$ cat config.mk
export PLATFORM = sky130hd
export DESIGN_NAME = teller_call_scheduler
export DESIGN_NICKNAME = d
export VERILOG_FILES = /design/src/rtl/teller_call_scheduler.sv
export SDC_FILE = /design/constraint.sdc
export NUM_CORES = 1
export LEC_CHECK = 0
export BUFFER_PORTS_ARGS = -buffer_cell sky130_fd_sc_hd__buf_2
export CAP_MARGIN = 20
export CORE_UTILIZATION = 45
export CTS_BUF_LIST = sky130_fd_sc_hd__clkbuf_16
export CTS_CLUSTER_DIAMETER = 80
export DETAILED_ROUTE_END_ITERATION = 12
export PLACE_DENSITY = 0.66
export REMOVE_ABC_BUFFERS = 1
export SYNTH_ARGS = -nofsm -noshare
export SYNTH_HDL_FRONTEND = slang
export SYNTH_SLANG_ARGS = --single-unit
$ cat constraint.sdc
create_clock -name clk -period 3.64 [get_ports clk]
set_input_delay 0.182 -clock clk [delete_from_list [all_inputs] [get_ports clk]]
set_output_delay 0.182 -clock clk [all_outputs]
set_load 0.02 [all_outputs]
$ cat src/rtl/teller_call_scheduler.sv
// Bank ticket dispenser and teller call scheduler: issues queue numbers,
// latches teller call buttons and announces one call at a time, round-robin.
//
// state    | meaning
// IDLE     | waiting for a pending teller and a waiting customer
// ANNOUNCE | call offered to the announcer, held until ann_ready
// GAP_WAIT | quiet period of GAP cycles after each announced call
module teller_call_scheduler #(
    parameter int N_TEL = 4,
    parameter int CNT_W = 8,
    parameter int GAP   = 3
) (
    input  logic                       clk,
    input  logic                       rst,
    input  logic                       bank_open,
    input  logic [N_TEL-1:0]           teller_open,
    input  logic [N_TEL-1:0]           call_req,
    input  logic                       take_num,
    input  logic                       ann_ready,
    output logic [CNT_W-1:0]           issued,
    output logic [CNT_W-1:0]           waiting,
    output logic [N_TEL-1:0]           pending,
    output logic                       call_valid,
    output logic [$clog2(N_TEL)-1:0]   call_teller,
    output logic [CNT_W-1:0]           call_num,
    output logic [N_TEL*CNT_W-1:0]     served,
    output logic                       busy
);

    localparam int TW = $clog2(N_TEL);

    typedef enum logic [1:0] {IDLE, ANNOUNCE, GAP_WAIT} stateType;

    stateType         state;
    logic [CNT_W-1:0] called;
    logic [N_TEL-1:0] callReqPrev;
    logic [TW-1:0]    rrPtr;
    logic [3:0]       gapCnt;

    logic [TW-1:0]    grantIdx;
    logic [TW-1:0]    searchIdx;
    logic             grantHit;
    logic             grantNow;
    logic             takeOk;
    logic [N_TEL-1:0] pendingNext;

    assign waiting  = issued - called;
    assign busy     = (state != IDLE);
    assign takeOk   = take_num && (waiting != '1);
    assign grantNow = (state == IDLE) && grantHit && (waiting != '0);

    // First pending teller after the last one served, wrapping around.
    always_comb begin
        grantIdx  = '0;
        searchIdx = '0;
        grantHit  = 1'b0;
        for (int k = 1; k <= N_TEL; k++) begin
            searchIdx = TW'((int'(rrPtr) + k) % N_TEL);
            if (!grantHit && pending[searchIdx]) begin
                grantHit = 1'b1;
                grantIdx = searchIdx;
            end
        end
    end

    // A grant clears its own bit even if that button is re-pressed the same cycle.
    always_comb begin
        pendingNext = (pending | (call_req & ~callReqPrev)) & teller_open;
        if (grantNow) pendingNext[grantIdx] = 1'b0;
    end

    always_ff @(posedge clk) begin
        if (rst) begin
            state       <= IDLE;
            issued      <= '0;
            called      <= '0;
            pending     <= '0;
            callReqPrev <= '0;
            rrPtr       <= TW'(N_TEL - 1);
            gapCnt      <= '0;
            call_valid  <= 1'b0;
            call_teller <= '0;
            call_num    <= '0;
            served      <= '0;
        end else begin
            callReqPrev <= call_req;
            if (!bank_open) begin
                state      <= IDLE;
                issued     <= '0;
                called     <= '0;
                pending    <= '0;
                rrPtr      <= '0;
                gapCnt     <= '0;
                call_valid <= 1'b0;
            end else begin
                pending <= pendingNext;
                if (takeOk) issued <= issued + 1'b1;
                case (state)
                    IDLE: begin
                        if (grantNow) begin
                            call_teller <= grantIdx;
                            call_num    <= called + 1'b1;
                            served[int'(grantIdx)*CNT_W +: CNT_W] <= called + 1'b1;
                            called      <= called + 1'b1;
                            rrPtr       <= grantIdx;
                            call_valid  <= 1'b1;
                            state       <= ANNOUNCE;
                        end
                    end
                    ANNOUNCE: begin
                        if (ann_ready) begin
                            call_valid <= 1'b0;
                            gapCnt     <= 4'(GAP - 1);
                            state      <= GAP_WAIT;
                        end
                    end
                    GAP_WAIT: begin
                        if (gapCnt == '0) state <= IDLE;
                        else gapCnt <= gapCnt - 1'b1;
                    end
                    default: state <= IDLE;
                endcase
            end
        end
    end

endmodule

Word-level counts from Yosys, hierarchy flattened
Index checks and enable logic that the tools add are counted.
{"block": "totals", "latch_bits": 0, "register_bits": 75, "ramBits": 0, "output_inout_bits": 64, "inputBits": 13, "romBits": 0, "mem_count": 0, "elab_cells": 100}
{"block": "op_classes", "n_div": 0, "n_eq_ne": 9, "mul": 0, "n_lt_le_gt_ge": 6, "shifts": 2, "add_sub_neg": 9, "n_reduce_logical": 23, "n_mux": 33, "bitwise_logic": 7}
{"operator": "$neg 5->33", "count": 1}
{"operator": "$shift 8x33->32 const A", "count": 1}
{"operator": "$shiftx 8x33->32", "count": 1}
{"operator": "$bwmux 32", "count": 1}
{"operator": "$mux 2", "count": 10}
{"operator": "$add 8x1->8 const B", "count": 2}
{"operator": "$lt 2x3->1 const B", "count": 5}
{"operator": "$and 4x4->4", "count": 3}
{"operator": "$mux 4", "count": 3}
{"operator": "$reduce_and 3->1", "count": 4}
{"operator": "$mux 1", "count": 11}
{"operator": "$bmux 1 s2", "count": 4}
{"operator": "$ne 2x2->1 const B", "count": 4}
{"operator": "$ne 8x8->1 const B", "count": 1}
{"operator": "$not 4->4", "count": 2}
{"operator": "$pmux 4 s2", "count": 1}
{"operator": "$reduce_bool 8->1", "count": 1}
{"operator": "$sub 8x8->8", "count": 1}
{"operator": "$logic_and 1x1->1", "count": 7}
{"operator": "$pmux 2 s3", "count": 1}
{"operator": "$reduce_bool 2->1", "count": 3}
{"operator": "$add 2x1->2 const B", "count": 2}
{"operator": "$add 2x2->2 const B", "count": 2}
{"operator": "$logic_not 4->1", "count": 1}
{"operator": "13 further kinds", "count": 17}

Depth between registers and ports, before layout
Gate-level depths: netlist of run 1.
{"block": "logic_depth", "depth_word": 20, "ltp_mapped": 10, "mapped_depth_nobuf": 9}

Least setup slack after synthesis of run 1
No wires, ideal clock.
{"block": "synth_path", "path_type": "reg-to-reg", "startpoint": "register issued[0]", "endpoint": "register call_num[2]", "arrival_time_ns": 2.864, "required_time_ns": 3.519, "stages_incl_launch_ff": 11, "setup_time_ns": 0.121, "slack_ns": 0.655, "n_path_buf": 1, "path_cell_list": "dfxtp_1 inv_1 ha_1 fa_1 nand2b_4 and2_1 nor3_1 o2111ai_4 o21ai_4 buf_6 mux2_4"}
{"block": "synth_between", "elab_chain_len": 4}
{"element": "start, declared", "line": "20", "source": "output logic [CNT_W-1:0] issued,"}
{"element": "start signal, assigned", "line": "97", "source": "if (takeOk) issued <= issued + 1'b1;"}
{"element": "$sub 8x8->8", "line": "47", "source": "assign waiting = issued - called;"}
{"element": "via waiting[2]", "line": "21", "source": "output logic [CNT_W-1:0] waiting,"}
{"element": "$reduce_bool 8->1", "line": "50", "source": "assign grantNow = (state == IDLE) && grantHit && (waiting != '0);"}
{"element": "$logic_and 1x1->1", "line": "50"}
{"element": "$reduce_and 3->1 (no source line)"}
{"element": "end signal, assigned", "line": "102", "source": "call_num <= called + 1'b1;"}
{"element": "end, declared", "line": "25", "source": "output logic [CNT_W-1:0] call_num,"}
The timed path passes the listed nets, and every way through them passes these cells.
A chain may end at the register's enable or synchronous reset.

Worst setup path after layout of run 1
{"block": "layout_path", "startpoint": "register issued[0]", "endpoint": "register call_num[7]"}
{"block": "layout_between", "elab_chain_len": 4}
{"element": "$sub 8x8->8", "line": "47"}
{"element": "$reduce_bool 8->1", "line": "50"}
{"element": "$logic_and 1x1->1", "line": "50"}
{"element": "$reduce_and 3->1 (no source line)"}
No other way between the ends.

==> results.py, run 1 <==
metrics = {
    "sta": {
        "skew_ps": 7.619,
        "hold_violations": 0,
        "setup_viol": 0,
        "finalMaxSlewViolations": 0,
        "max_freq_ghz": 0.3261,
        "fin_ws_ps": 573.6,
        "worstMarginPinSlew_ps": 942.2,
        "post-route-min-period_ps": 3066,
        "relSlewSlack": 0.3705,
        "setup_tns_ps": 0,
        "period_share": 0.8424,
        "rsz0062_at_grt": "no",
    },
    "layout": {
        "syn_to_final_growth_pct": 18.72,
        "final_cell_area_um2": 5000,
        "antenna_cells": 0,
        "nets": 569,
        "final_common_cell": "buf_2",
        "drive_gt1_frac": 0.2302,
        "instances_no_fill": 651,
        "layout_common_cells": "buf_2, dfxtp_1, nand2_1, nand2b_1, mux2i_1",
        "utilization": 0.5623,
    },
    "flow_run": {
        "maxCapViolations": 0,
    },
    "drt": {
        "routedWlPerCell_um": 15.17,
        "via_per_inst": 5.243,
        "initialDrtViolationCount": 132,
        "wirelength_um": 9876,
        "ant_nets": 0,
        "first_pass_iters": 4,
        "drcViolationCount": 0,
        "vias": 3413,
    },
    "clocking": {
        "htree_levels": 3,
        "clk_pin_slew_worst_paths_ps": 60,
        "root_buffer": "clkbuf_16",
        "cts_setup_buffers": 0,
        "cts.sinks": 75,
        "cts_repair_resize_count": 0,
        "cts_tree": "done",
        "clock_latency_ps": 330,
        "clock_path_buffers": 2,
        "cts_hold_buffers": 0,
        "numCtsBuffers": 9,
    },
    "placed_design": {
        "post-place-cells": 635,
        "globalplace.congestion": 0.8729,
        "post-dp-hpwl_um": 7185,
        "postPlaceCellArea_um2": 4674,
        "post-place-ws_ps": 608.0,
        "port_buffers": 76,
    },
    "worst_setup_path": {
        "worstPathRequired_ps": 3860,
        "crit_path_max_fanout": 11,
        "cp.arrival_ps": 3280,
        "path_class": "reg2reg",
        "end_kind": "flip-flop",
        "cp-start-kind": "flip-flop",
    },
    "global_routing": {
        "overflow": 0,
        "first_global_vias": 3419,
        "antenna_found_initial": 0,
        "grt_max_degree": 34,
        "grt_use_total": 0.2147,
        "grt_pass1_wl_um": 16570,
    },
    "floorplan": {
        "num_rows": 34,
        "pin_count": 77,
        "initial_utilization": 0.4737,
        "design.core.area_um2": 8891,
        "die_w_um": 98.74,
        "die_area_um2": 9750,
        "die_h_um": 98.74,
    },
    "synthesis": {
        "synth_area_um2": 4212,
        "synth_ff_type": "dfxtp_1",
        "yosys_warnings": 0,
        "synthArstFlopShare": 0,
        "ys_seq_area_frac": 0.3565,
        "synth_edf_count": 0,
        "ys_types": 66,
        "synth-seq-cells": 75,
        "avgSynthCellArea_um2": 9.077,
        "syn_inst": 464,
    },
    "pwr": {
        "ir_drop_v": 0.0002405,
        "p_leak_nw": 2.323,
        "power_density_nw_per_um2": 399.9,
    },
    "run_status": {
        "status": "completed",
    },
    "hold_path": {
        "hold_class": "in2reg",
    },
}
==> final timing paths <==
| check | start | endpoint | slack [ps] | cells after the start |
|---|---|---|---|---|
| worst max-delay path | issued[0] | call_num[7] | 570 | 9 |
| worst min-delay path | call_req[2] | callReqPrev[2] | 80 | 2 |
| worst max register to register | issued[0] | call_num[7] | 570 | 9 |
| worst min register to register | served[28] | served[28] | 470 | 2 |
==> routing by layer <==
| layer | GRT usage | share of wire | up-vias |
|---|---|---|---|
| met2 | 0.3609 | 0.48 | 63 |
| met3 | 0.04610 | 0.037 | 15 |
| li1 | - | - | 1730 |
| met4 | 0.07118 | 0.016 | 0 |
| met1 | 0.2735 | 0.47 | 1605 |
| met5 | 0 | 0 | - |
==> synth_stat cells, drive strengths merged (10+ instances only) <==
library cell / count / area [µm²]
mux2i: 49 / 490.5
xnor2: 10 / 95.10
a21oi: 20 / 122.6
o21ai: 10 / 72.57
nor2: 27 / 101.4
inv: 27 / 101.3
dfxtp: 75 / 1501
nor2b: 13 / 81.33
clkbuf: 12 / 46.29
nand2: 70 / 265.3
ha: 17 / 212.7
nand2b: 50 / 320.3
==> worst max-delay path, cell delays in order (launching register included) <==
cell	delay, ps
dfxtp_1	380
inv_1	100
ha_1	210
fa_1	380
nand2b_4	170
and2_1	160
nor3_1	340
o2111ai_4	340
o21ai_4	470
mux2_2	390
==> cells by family after synthesis <==
kind of cell | Yosys count | share of synthesized area
AOI/OAI and AO/OA | 70 | 0.1456
xor gates and xnor gates | 12 | 0.02674
adders and majority gates | 18 | 0.05526
buffers and inverters | 42 | 0.04070
DFF | 75 | 0.3565
muxes | 56 | 0.1396
and+or+nand+nor | 191 | 0.2356
==> where the power goes <==
group / switching (mW) / total, mW / leakage [nW] / internal [mW]
Sequential: 0.0101 / 0.841 / 0.606 / 0.831
Clock: 0.372 / 0.978 / 0.156 / 0.607
Combinational: 0.119 / 0.180 / 1.56 / 0.0611
==> per-stage QoR <==
step / hold WS, ps / total power [mW]
after floorplan: 248.7 / 0.9824
after global placement: 408.7 / 1.034
after detailed placement: 414.9 / 1.037
after CTS: 78.02 / 2.010
after global routing: 92.98 / 2.065
final: 83.48 / 2.000
==> area by class of cell <==
class	count	area, µm²
Clock buffer	9	225.2
Fill cell	817	3891
Multi-Input combinational cell	347	2541
Timing Repair Buffer	78	395.4
Clock inverter	7	100.1
Tap cell	108	135.1
Sequential cell	75	1501
Inverter	27	101.3
==> flip-flops by register name, indices dropped and copies added (netlist names), 4 cells and up <==
signal	flops
callReqPrev	4
pending	4
call_num	8
called	8
issued	8
served	32
gapCnt	4
(Power assumes the default switching activity.)
==> run 2: changes to the inputs <==
- clock period: 3.64 -> 3.05 ns (I/O delays scaled with it)
==> results.py, run 2 (synthesized netlist as in run 1, its figures left out) <==
metrics = {
    "worst_setup_path": {
        "cp.arrival_ps": 3090,
        "path_class": "reg2reg",
        "worstPathRequired_ps": 3280,
        "end_kind": "flip-flop",
        "cp-start-kind": "flip-flop",
        "rr_worst_depth": 10,
        "crit_path_max_fanout": 6,
    },
    "sta": {
        "post-route-min-period_ps": 2861,
        "skew_ps": 10.31,
        "hold_ws_ps": 35.16,
        "relSlewSlack": 0.5307,
        "finalMaxSlewViolations": 0,
        "hold_violations": 0,
        "setup_viol": 0,
        "rsz0062_at_grt": "no",
        "fin_ws_ps": 188.8,
        "period_share": 0.9381,
        "worstMarginPinSlew_ps": 703.9,
        "max_freq_ghz": 0.3495,
    },
    "layout": {
        "antenna_cells": 0,
        "syn_to_final_growth_pct": 19.88,
        "utilization": 0.5678,
        "regMostFlops": "served",
        "layout_common_cells": "buf_2, dfxtp_1, nand2_1, nand2b_1, mux2i_1",
        "drive_gt1_frac": 0.2473,
        "final_common_cell": "buf_2",
        "largest_reg_flops": 32,
        "nets": 576,
    },
    "floorplan": {
        "die_area_um2": 9750,
        "die_w_um": 98.74,
        "initial_utilization": 0.4737,
        "pin_count": 77,
        "design.core.area_um2": 8891,
        "num_rows": 34,
        "die_h_um": 98.74,
    },
    "global_routing": {
        "use_met1": 0.2797,
        "first_global_vias": 3335,
        "grt-busiest-layer": "met2",
        "overflow": 0,
        "grt_use_total": 0.2141,
        "grt_pass1_wl_um": 16490,
        "met3_usage": 0.02837,
        "grtUsageMet2": 0.3653,
        "grt_max_degree": 44,
        "antenna_found_initial": 0,
    },
    "drt": {
        "routedWlPerCell_um": 15.18,
        "drcViolationCount": 0,
        "first_pass_iters": 4,
        "via_per_inst": 5.213,
        "initialDrtViolationCount": 128,
        "vias": 3430,
        "ant_nets": 0,
        "wirelength_um": 9991,
    },
    "clocking": {
        "htree_levels": 3,
        "clock_latency_ps": 340,
        "numCtsBuffers": 9,
        "cts.sinks": 75,
        "cts_hold_buffers": 0,
        "root_buffer": "clkbuf_16",
        "cts_tree": "done",
        "clk_pin_slew_worst_paths_ps": 70,
        "clock_path_buffers": 2,
    },
    "pwr": {
        "p_leak_nw": 2.350,
        "ir_drop_v": 0.0002847,
        "power_density_nw_per_um2": 452.9,
    },
    "hold_path": {
        "holdPathStages": 2,
        "hold_class": "in2reg",
    },
    "placed_design": {
        "post-dp-hpwl_um": 7248,
        "globalplace.congestion": 0.8568,
        "post-place-ws_ps": 153.3,
        "port_buffers": 76,
    },
    "flow_run": {
        "maxCapViolations": 0,
    },
    "run_status": {
        "status": "completed",
    },
}
## run 2: final timing paths
check                           slack, ps             end         from
worst max-delay path                  190     call_num[4]    issued[0]
worst min-delay path                   40  callReqPrev[2]  call_req[2]
worst max register to register        190     call_num[4]    issued[0]
worst min register to register        470      served[23]   served[23]
## run 2: final cells by class
class / instances / area (µm²)
Inverter: 27 / 101.3
Clock buffer: 9 / 225.2
Sequential cell: 75 / 1501
Timing Repair Buffer: 85 / 460.4
Clock inverter: 7 / 70.07
Fill cell: 810 / 3842
Tap cell: 108 / 135.1
Multi-Input combinational cell: 347 / 2555
## run 2: timing repair
action / CTS / global route
setup endpoints to repair: 0 / 36
setup buffers: 0 / 2
gates resized for setup: 0 / 3
## run 2: power by group
group	internal, mW	switching, mW
clock network	0.573	0.479
registers	0.991	0.0121
logic	0.0847	0.147
total	1.65	0.638
## run 2: per-stage QoR
stage          TNS, ps  std cells  total power [mW]  cell area (µm²)
2_1_floorplan   -8.424        449             1.172             4141
3_3_place_gp         0        640             1.245             4712
3_5_place_dp         0        640             1.250             4712
4_1_cts              0        656             2.290             5007
5_1_grt              0        658             2.361             5049
6_report             0        658             2.286             5049
## run 2: metal layers
layer,part of all wire,vias up
li1,-,1750
met1,0.47,1605
met2,0.48,65
met3,0.034,10
met4,0.012,0
met5,0,-
## run 2: critical path, cell delays in order, from the launching register on
cell and delay (ps):
dfxtp_1 390, inv_1 100, ha_1 230, fa_1 400, nand2b_4 180, a21o_1 170
a211oi_2 380, o21ai_4 210, o21ai_4 250, buf_12 150, mux2_4 290
